--- src/rtl/instr_sequencer.sv ---
`default_nettype none
// ============================================================================
// Module   : instr_sequencer
// Purpose  : Fetch/decode/execute/mem/writeback sequencer for the 8-bit core,
//            with a request/ack memory handshake guarded by a timeout.
// Revision : 1.0 - initial release
// ============================================================================
module instr_sequencer #(
  parameter int MEM_TIMEOUT = 8
) (
  input  logic       clock,
  input  logic       reset,
  input  logic       run,
  input  logic [2:0] opcode,
  input  logic       eq,
  input  logic       mem_ack,
  output logic       ir_load,
  output logic       pc_inc,
  output logic       pc_load,
  output logic       mem_req,
  output logic       mem_we,
  output logic       alu_en,
  output logic       reg_we,
  output logic [1:0] reg_src,
  output logic       busy,
  output logic       fault,
  output logic [2:0] state
);

  localparam int c_cnt_w = $clog2(MEM_TIMEOUT + 1);
  localparam logic [c_cnt_w-1:0] c_cnt_lim = c_cnt_w'(MEM_TIMEOUT);

  localparam logic [2:0] c_op_r   = 3'b000;
  localparam logic [2:0] c_op_mfi = 3'b001;
  localparam logic [2:0] c_op_mw  = 3'b010;
  localparam logic [2:0] c_op_mr  = 3'b011;
  localparam logic [2:0] c_op_j   = 3'b100;
  localparam logic [2:0] c_op_jce = 3'b101;
  localparam logic [2:0] c_op_mb  = 3'b110;
  localparam logic [2:0] c_op_jcn = 3'b111;

  typedef enum logic [2:0] {
    S_IDLE   = 3'd0,
    S_FETCH  = 3'd1,
    S_DECODE = 3'd2,
    S_EXEC   = 3'd3,
    S_MEM    = 3'd4,
    S_WB     = 3'd5,
    S_FAULT  = 3'd6
  } state_t;

  state_t               r_state;
  logic [2:0]           r_op;
  logic [c_cnt_w-1:0]   r_cnt;
  logic [c_cnt_w-1:0]   w_cnt_inc;
  logic                 w_timeout;
  state_t               w_end_state;

  assign w_cnt_inc   = r_cnt + c_cnt_w'(1);
  assign w_timeout   = (w_cnt_inc == c_cnt_lim);
  assign w_end_state = run ? S_FETCH : S_IDLE;

  // The counter is held at zero outside FETCH/MEM and cleared on ack, so every
  // entry into a request state starts from zero.
  always_ff @(posedge clock or posedge reset) begin
    if (reset) begin
      r_state <= S_IDLE;
      r_op    <= 3'b000;
      r_cnt   <= '0;
    end else begin
      r_cnt <= '0;
      case (r_state)
        S_IDLE: begin
          if (run) r_state <= S_FETCH;
        end
        S_FETCH: begin
          if (mem_ack)        r_state <= S_DECODE;
          else if (w_timeout) r_state <= S_FAULT;
          else                r_cnt   <= w_cnt_inc;
        end
        S_DECODE: begin
          r_op <= opcode;
          case (opcode)
            c_op_mfi, c_op_mb: r_state <= S_WB;
            c_op_mw, c_op_mr:  r_state <= S_MEM;
            default:           r_state <= S_EXEC;
          endcase
        end
        S_EXEC: begin
          r_state <= (r_op == c_op_r) ? S_WB : w_end_state;
        end
        S_MEM: begin
          if (mem_ack)        r_state <= (r_op == c_op_mr) ? S_WB : w_end_state;
          else if (w_timeout) r_state <= S_FAULT;
          else                r_cnt   <= w_cnt_inc;
        end
        S_WB: begin
          r_state <= w_end_state;
        end
        S_FAULT: begin
          r_state <= S_FAULT;
        end
        default: begin
          r_state <= S_FAULT;
        end
      endcase
    end
  end

  always_comb begin
    ir_load = 1'b0;
    pc_inc  = 1'b0;
    pc_load = 1'b0;
    mem_req = 1'b0;
    mem_we  = 1'b0;
    alu_en  = 1'b0;
    reg_we  = 1'b0;
    reg_src = 2'b00;
    case (r_state)
      S_FETCH: begin
        mem_req = 1'b1;
        ir_load = mem_ack;
        pc_inc  = mem_ack;
      end
      S_EXEC: begin
        case (r_op)
          c_op_r:   alu_en  = 1'b1;
          c_op_j:   pc_load = 1'b1;
          c_op_jce: pc_load = eq;
          c_op_jcn: pc_load = ~eq;
          default:  pc_load = 1'b0;
        endcase
      end
      S_MEM: begin
        mem_req = 1'b1;
        mem_we  = (r_op == c_op_mw);
      end
      S_WB: begin
        reg_we = 1'b1;
        case (r_op)
          c_op_mfi: reg_src = 2'b01;
          c_op_mr:  reg_src = 2'b10;
          c_op_mb:  reg_src = 2'b11;
          default:  reg_src = 2'b00;
        endcase
      end
      default: begin
        reg_src = 2'b00;
      end
    endcase
  end

  assign busy  = (r_state != S_IDLE) && (r_state != S_FAULT);
  assign fault = (r_state == S_FAULT);
  assign state = r_state;

endmodule
`default_nettype wire

--- config.mk ---
export PLATFORM = sky130hd
export DESIGN_NAME = instr_sequencer
export DESIGN_NICKNAME = d
export VERILOG_FILES = /design/src/rtl/instr_sequencer.sv
export SDC_FILE = /design/constraint.sdc
export NUM_CORES = 1
export LEC_CHECK = 0
export BUFFER_PORTS_ARGS = -buffer_cell sky130_fd_sc_hd__buf_2
export CAP_MARGIN = 25
export CORE_MARGIN = 2
export CORE_UTILIZATION = 42
export DETAILED_ROUTE_END_ITERATION = 8
export GPL_TIMING_DRIVEN = 0
export PLACE_DENSITY = 0.75
export SKIP_CTS_REPAIR_TIMING = 1
export SLEW_MARGIN = 30
export SYNTH_ARGS = -nofsm -noshare
export SYNTH_HDL_FRONTEND = slang
export SYNTH_SLANG_ARGS = --single-unit
--- constraint.sdc ---
create_clock -name clock -period 2.3 [get_ports clock]
set_input_delay 0.46 -clock clock [delete_from_list [all_inputs] [get_ports clock]]
set_output_delay 0.46 -clock clock [all_outputs]
set_load 0.01 [all_outputs]
After elaboration in Yosys (flattened, before gate mapping)
Cells that the tools add are included.

Output and inout port bits: 14. Logic and storage cells: 54. Bits of input ports: 8. Register bits after elaboration: 10.

Multiplexer cells: 22. Equality and inequality tests: 20. Reduce and logical (&&, ||, !) cells: 7. Add/sub/neg operators: 1. Bitwise logic cells: 1.

Operator list (count): equality test 3 bit (second input constant) (8); equality test 3 x 2 -> 1 bit (second input constant) (6); two-way mux 3 bit (6); case mux 3 bit (6 select lines) (1); two-way mux 4 bit (3); equality test 3 x 1 -> 1 bit (second input constant) (3); two-way mux 1 bit (8); zero test 3 bit (2); case mux 2 bit (3 select lines) (1); case mux 3 bit (2 select lines) (1); OR reduction 2 bit (3); adder 4 x 1 -> 4 bit (second input constant) (1); equality test 4 bit (second input constant) (1); != test 3 bit (second input constant) (1); case mux 1 bit (3 select lines) (1); nonzero test 3 bit (1); two-way mux 2 bit (1); != test 2 bit (second input constant) (1); logical AND 1 bit (1); NOT 1 bit (1).

Longest topological paths before layout
Gate-level depths: netlist of the first run.

Word-level depth: 5. Depth in mapped cells: 5. Mapped depth without buffers: 5.

Least setup slack after synthesis of the first run
No wires, ideal clock.

Path kind: flip-flop to output port. From: register r_state[2] (netlist: state[2]). To: output pc_inc. Arrival time: 1.231 ns. Stages on the path, launching flop included: 6. Slack: 0.609 ns. Buffers on the path: 2. Cells stage by stage: dfrtp_1 buf_6 and2b_1 nand2_1 nor2_1 buf_4.

Cells in the longest elaborated chain, start to end: 2.

RTL lines: start: declaration (line 52) `state_t r_state;`; start signal: assignment (line 90) `r_state <= (r_op == c_op_r) ? S_WB : w_end_state;`; start signal: assignment (line 93) `if (mem_ack) r_state <= (r_op == c_op_mr) ? S_WB : w_end_state;`; start signal: assignment (line 98) `r_state <= w_end_state;`; equality test 3 x 1 -> 1 bit; two-way mux 1 bit; end: declaration (line 18) `output logic pc_inc,`.

No other way between the ends.

Worst setup path in the final report of the first run
From: register r_state[2] (netlist: state[2]). To: output pc_inc.

Cells in the longest elaborated chain, start to end: 2.

RTL lines: equality test 3 x 1 -> 1 bit (line 119) `case (r_state)`; two-way mux 1 bit (line 119).

No other way between the ends.

==> results of run 1 <==
[layer usage]
metal / vias up / share of wire / GRT usage
met4: 0 / 0.0077 / 0.05714
met2: 20 / 0.54 / 0.2963
met1: 378 / 0.42 / 0.1929
li1: 392 / - / -
met5: - / 0 / 0
met3: 2 / 0.040 / 0.05247
[worst max-delay path, cell delays in order (launching register included)]
cell	delay, ps
dfrtp_1	400
buf_6	150
and2b_1	220
nand2_1	110
nor2_1	160
buf_4	130
buf_2	110
[power by group through the flow]
stage | Sequential (mW) | Clock, mW | Combinational [mW]
5_1_grt | 0.318 | 0.167 | 0.674
3_3_place_gp | 0.304 | 0 | 0.590
3_5_place_dp | 0.310 | 0 | 0.607
2_1_floorplan | 0.306 | 0 | 0.443
4_1_cts | 0.307 | 0.161 | 0.608
6_report | 0.307 | 0.155 | 0.607
[sequential cells by signal (all words and copies together) (netlist names)]
name	cells
r_cnt	4
r_op	3
state	3
[layout make-up]
| cell class | instances | area [um^2] |
|---|---|---|
| multi-input combinational | 78 | 526.8 |
| timing repair buffer | 21 | 105.1 |
| inverter | 4 | 15.01 |
| tap | 27 | 33.78 |
| clock buffer | 4 | 36.28 |
| fill | 176 | 898.4 |
| buffer | 5 | 36.28 |
| sequential | 10 | 250.2 |
[cells by family after synthesis]
logic type / share of synthesized area
mux: 0.04078
flops: 0.3021
compound gates: 0.2070
simple gates: 0.3263
xor+xnor: 0.03173
buf+inv: 0.06192
fa+ha+maj: 0.03021
[stage by stage]
step                std cells  hold slack [ps]    util  power [mW]  setup WS [ps]
finish                    149            163.0  0.5276       1.068          295.8
global route              149            167.8  0.5276       1.159          166.8
CTS                       149            164.1  0.5276       1.076          284.0
detailed placement        145            458.2  0.5086      0.9167          580.8
global placement          145            450.9  0.5086      0.8933          619.6
floorplan                  97            300.2       -      0.7495          609.1
[worst max path at each step]
stage	slack [ps]	to	start	cells after the start
final	300	pc_inc	state[2]$_DFFE_PP0P_	6
after global routing	170	pc_inc	state[2]$_DFFE_PP0P_	6
after CTS	280	pc_inc	state[2]$_DFFE_PP0P_	6
after detailed placement	580	pc_inc	state[2]$_DFFE_PP0P_	6
after global placement	620	pc_inc	state[2]$_DFFE_PP0P_	6
after floorplan	610	pc_inc	state[2]$_DFFE_PP0P_	5
[cells in the final DEF, fill, tap and decap left out, types with 2 or more instances in the layout]
master	synthesis	final
a21boi_2	2	2
a21o_1	3	3
a21oi_1	2	2
a31oi_1	2	2
and2_1	3	3
and3_1	4	4
and3b_1	2	2
buf_2	2	23
buf_4	2	2
clkbuf_4	0	3
dfrtp_1	10	10
ha_1	2	2
inv_1	4	4
mux2_2	3	3
nand2_1	8	8
nand2b_1	4	4
nand4_1	2	2
nor2_1	11	11
nor2b_1	2	2
nor3_1	2	2
nor3b_1	3	3
o21ai_0	4	4
xnor2_1	2	2
==> impl_metrics.ini, run 1 <==
[floorplanning]
die_h_um = 48.41
start_util = 0.4355
die_area_um2 = 2344
io_pins = 22
die_x_um = 48.41
coreArea_um2 = 1902
num_rows = 16

[setup_path]
start_kind = flop
critPathRequiredTime_ps = 1840
path_class = flop to output port
r2r-start = r_cnt[0]$_DFF_PP0_
reg2reg_depth = 5
r2r_end = state[0]$_DFFE_PP0P_
cp-end-kind = output port
worstPathMaxFanout = 10
r2r_setup_slack_ps = 810
crit_arrival_ps = 1540

[sta]
min_period_over_period = 0.8714
fmax_ghz = 0.4989
finalSetupTns_ps = 0
final_max_slew_viol_count = 0
rsz0062_at_grt = false
skew_ps = 1.077
worst_slew_pin_slew_ps = 389.4
hold_violations = 0
max-slew-margin-rel = 0.7401
setup_viol = 0
period_minus_slack_ps = 2004

[synth]
yosysSeqAreaShare = 0.3021
synth-edff-count = 0
synth_area_leader_cell = dfrtp_1
syn_nets = 107
synth_flop_cell = dfrtp_1
synth_area_leaders = dfrtp_1, nor2_1, mux2_2, nand2_1, and3_1
synth_common_cells = nor2_1, dfrtp_1, nand2_1
synthArstFlopShare = 1.000
syn_area_um2 = 828.3
syn_avg_cell_area_um2 = 8.539
synthDominantCellAreaShare = 0.3021
ys_types = 40
ys_seq_elements = 10
syn-instance-count = 97
yosysWarnings = 0
synth_most_common_cell = nor2_1

[clocking]
clk_path_buf_depth = 2
cts-root-buf = clkbuf_4
path_clk_slew_ps = 60
clkLatencyLatePin_ps = 260
htree_levels = 1
cts.sinks = 10
cts_tree = built
numCtsBuffers = 3

[power]
seq_power_share = 0.287
netSwitchingPower_mw = 0.4518
p_comb_frac = 0.568
power.density_nw_per_um2 = 1065
swShare = 0.4229
internal-power_mw = 0.6166
clkPwrFrac = 0.145
ir_drop_uv = 656.9
power_leakage_nw = 0.5195

[global_route]
grt_first_pass_wirelength_mm = 3.167
first_global_vias = 756
grt.total_usage = 0.1682
grt_overflow = 0
antenna_found_initial = 0
grt_start_max_net_pins = 11

[cells_and_area]
fin_nets = 133
fin_area_um2 = 1003
area_growth_pct = 21.15
antenna_cells = 0
final_layout_size_suffix_gt1_frac = 0.3443

[routing]
drt-wirelength-per-cell_um = 12.17
viasPerCell = 5.315
drc = 0
drtPass1Iterations = 4
via_count = 792
drtAntennaViolNets = 0
drtIter0Drc = 20
wirelength_mm = 1.813

[placed_design]
port_buffers = 21
postPlaceCellArea_um2 = 967.2
dp_hpwl_mm = 1.430
gp_congestion = 0.8520

[job]
maxCapViolations = 0

[worst_hold_path]
hp-class = input pin to async pin

[status]
status = finished clean
Power figures use the tool's default switching activity.
==> run 2: changes to the inputs <==
--- a/config.mk
+++ b/config.mk
@@ -9,9 +9,11 @@
 export CAP_MARGIN = 25
 export CORE_MARGIN = 2
 export CORE_UTILIZATION = 42
+export CTS_CLUSTER_SIZE = 24
 export DETAILED_ROUTE_END_ITERATION = 8
 export GPL_TIMING_DRIVEN = 0
 export PLACE_DENSITY = 0.75
+export RECOVER_POWER = 100
 export SKIP_CTS_REPAIR_TIMING = 1
 export SLEW_MARGIN = 30
 export SYNTH_ARGS = -nofsm -noshare
==> impl_metrics.ini, run 2 (synthesized netlist as in run 1, its figures left out) <==
[cells_and_area]
final_cell_mix = clkbuf_1, nor2_1, dfrtp_1
nFillCells = 188
fin_nets = 133
regArea_um2 = 250.2
final_layout_size_suffix_gt1_frac = 0.1885
area_growth_pct = 16.47
top_register = r_cnt
final_common_cell = clkbuf_1
multi_input_area_um2 = 506.7
antenna_cells = 0
fin_area_um2 = 964.7
largest_register_ffs = 4
post-route-util = 0.5072

[clocking]
cts.sinks = 10
numCtsBuffers = 3
cts_tree = built
cts-root-buf = clkbuf_4
clkLatencyLatePin_ps = 260
path_clk_slew_ps = 60
clk_path_buf_depth = 2
htree_levels = 1

[sta]
final_max_slew_viol_count = 0
setup_viol = 0
fmax_ghz = 0.4799
worst_slew_pin_slew_ps = 424.4
finalSetupTns_ps = 0
hold_violations = 0
period_minus_slack_ps = 2084
max-slew-margin-rel = 0.7149
rsz0062_at_grt = false
skew_ps = 1.861
holdWs_ps = 161.1
min_period_over_period = 0.9060

[routing]
viasPerCell = 5.416
wirelength_mm = 1.855
drtIter0Drc = 16
via_count = 807
drt-wirelength-per-cell_um = 12.45
drtPass1Iterations = 4
drc = 0
drtAntennaViolNets = 0

[placed_design]
dp_hpwl_mm = 1.430
postPlaceCellArea_um2 = 967.2
port_buffers = 21
gp_congestion = 0.8520

[setup_path]
worstPathMaxFanout = 9
path_buf_inv = 3
crit_chain = clkbuf_1 -> inv_1 -> and3_1 -> and3_1 -> clkbuf_1
path_class = flop to output port
cp-end-kind = output port
slowest_delay_ps = 340
critPathRequiredTime_ps = 1840
crit_path_top_delay_cell = dfrtp_1
start_kind = flop
cp_top_family = buffers and inverters
crit_arrival_ps = 1620

[power]
power_leakage_nw = 0.4575
power.density_nw_per_um2 = 1055
ir_drop_uv = 633.3
finalPower_mw = 1.018

[worst_hold_path]
hp-class = input pin to async pin

[status]
status = finished clean

[global_route]
first_global_vias = 756
antenna_found_initial = 0
grt_first_pass_wirelength_mm = 3.167
grt_overflow = 0
grt_start_max_net_pins = 11
grt.total_usage = 0.1682

[floorplanning]
die_area_um2 = 2344
coreArea_um2 = 1902
die_h_um = 48.41
start_util = 0.4355
die_x_um = 48.41
num_rows = 16
io_pins = 22

[job]
maxCapViolations = 0
-- run 2: worst paths after layout --
check / from / endpoint / slack (ps) / cells past startpoint
min in group clock: opcode[0] / r_op[0]$_DFFE_PP0N_ / 460 / 2
worst min register to register: r_cnt[0]$_DFF_PP0_ / r_cnt[0]$_DFF_PP0_ / 610 / 1
worst max register to register: state[1]$_DFFE_PP0P_ / r_op[1]$_DFFE_PP0N_ / 570 / 4
max in group asynchronous: reset / r_cnt[0]$_DFF_PP0_ / 1870 / 2
worst min-delay path: reset / state[0]$_DFFE_PP0P_ / 160 / 2
worst max-delay path: state[1]$_DFFE_PP0P_ / reg_src[1] / 220 / 5
-- run 2: through the flow --
| stage | setup WS (ps) | instances |
|---|---|---|
| 3_5_place_dp | 580.8 | 145 |
| 6_report | 216.1 | 149 |
| 4_1_cts | 284.0 | 149 |
| 2_1_floorplan | 609.1 | 97 |
| 5_1_grt | 99.42 | 149 |
| 3_3_place_gp | 619.6 | 145 |
-- run 2: area by class of cell --
type | count | area share
Clock buffer | 4 | 0.03761
Tap cell | 27 | 0.03502
Timing Repair Buffer | 21 | 0.09209
Sequential cell | 10 | 0.2594
Multi-Input combinational cell | 78 | 0.5253
Buffer | 5 | 0.03502
Inverter | 4 | 0.01556
-- run 2: worst register-to-register path, stage by stage, from the launching register on --
cell      delay, ps
dfrtp_1         340
clkbuf_1        300
inv_1           180
nor3_1          410
mux2_2          390
-- run 2: power by group --
group / internal (mW) / switching, mW / leakage (nW) / total [mW]
combinational: 0.245 / 0.309 / 0.306 / 0.554
clock: 0.0961 / 0.0594 / 0.0210 / 0.156
sequential: 0.236 / 0.0723 / 0.130 / 0.308
total: 0.576 / 0.441 / 0.458 / 1.02
-- run 2: layer usage --
metal  global-route usage  up-vias  wire length [um]
met5                    0        -                 0
met4              0.05714        0                14
met3              0.05247        2               100
met2               0.2963       26               976
met1               0.1929      388               763
li1                     -      391                 -
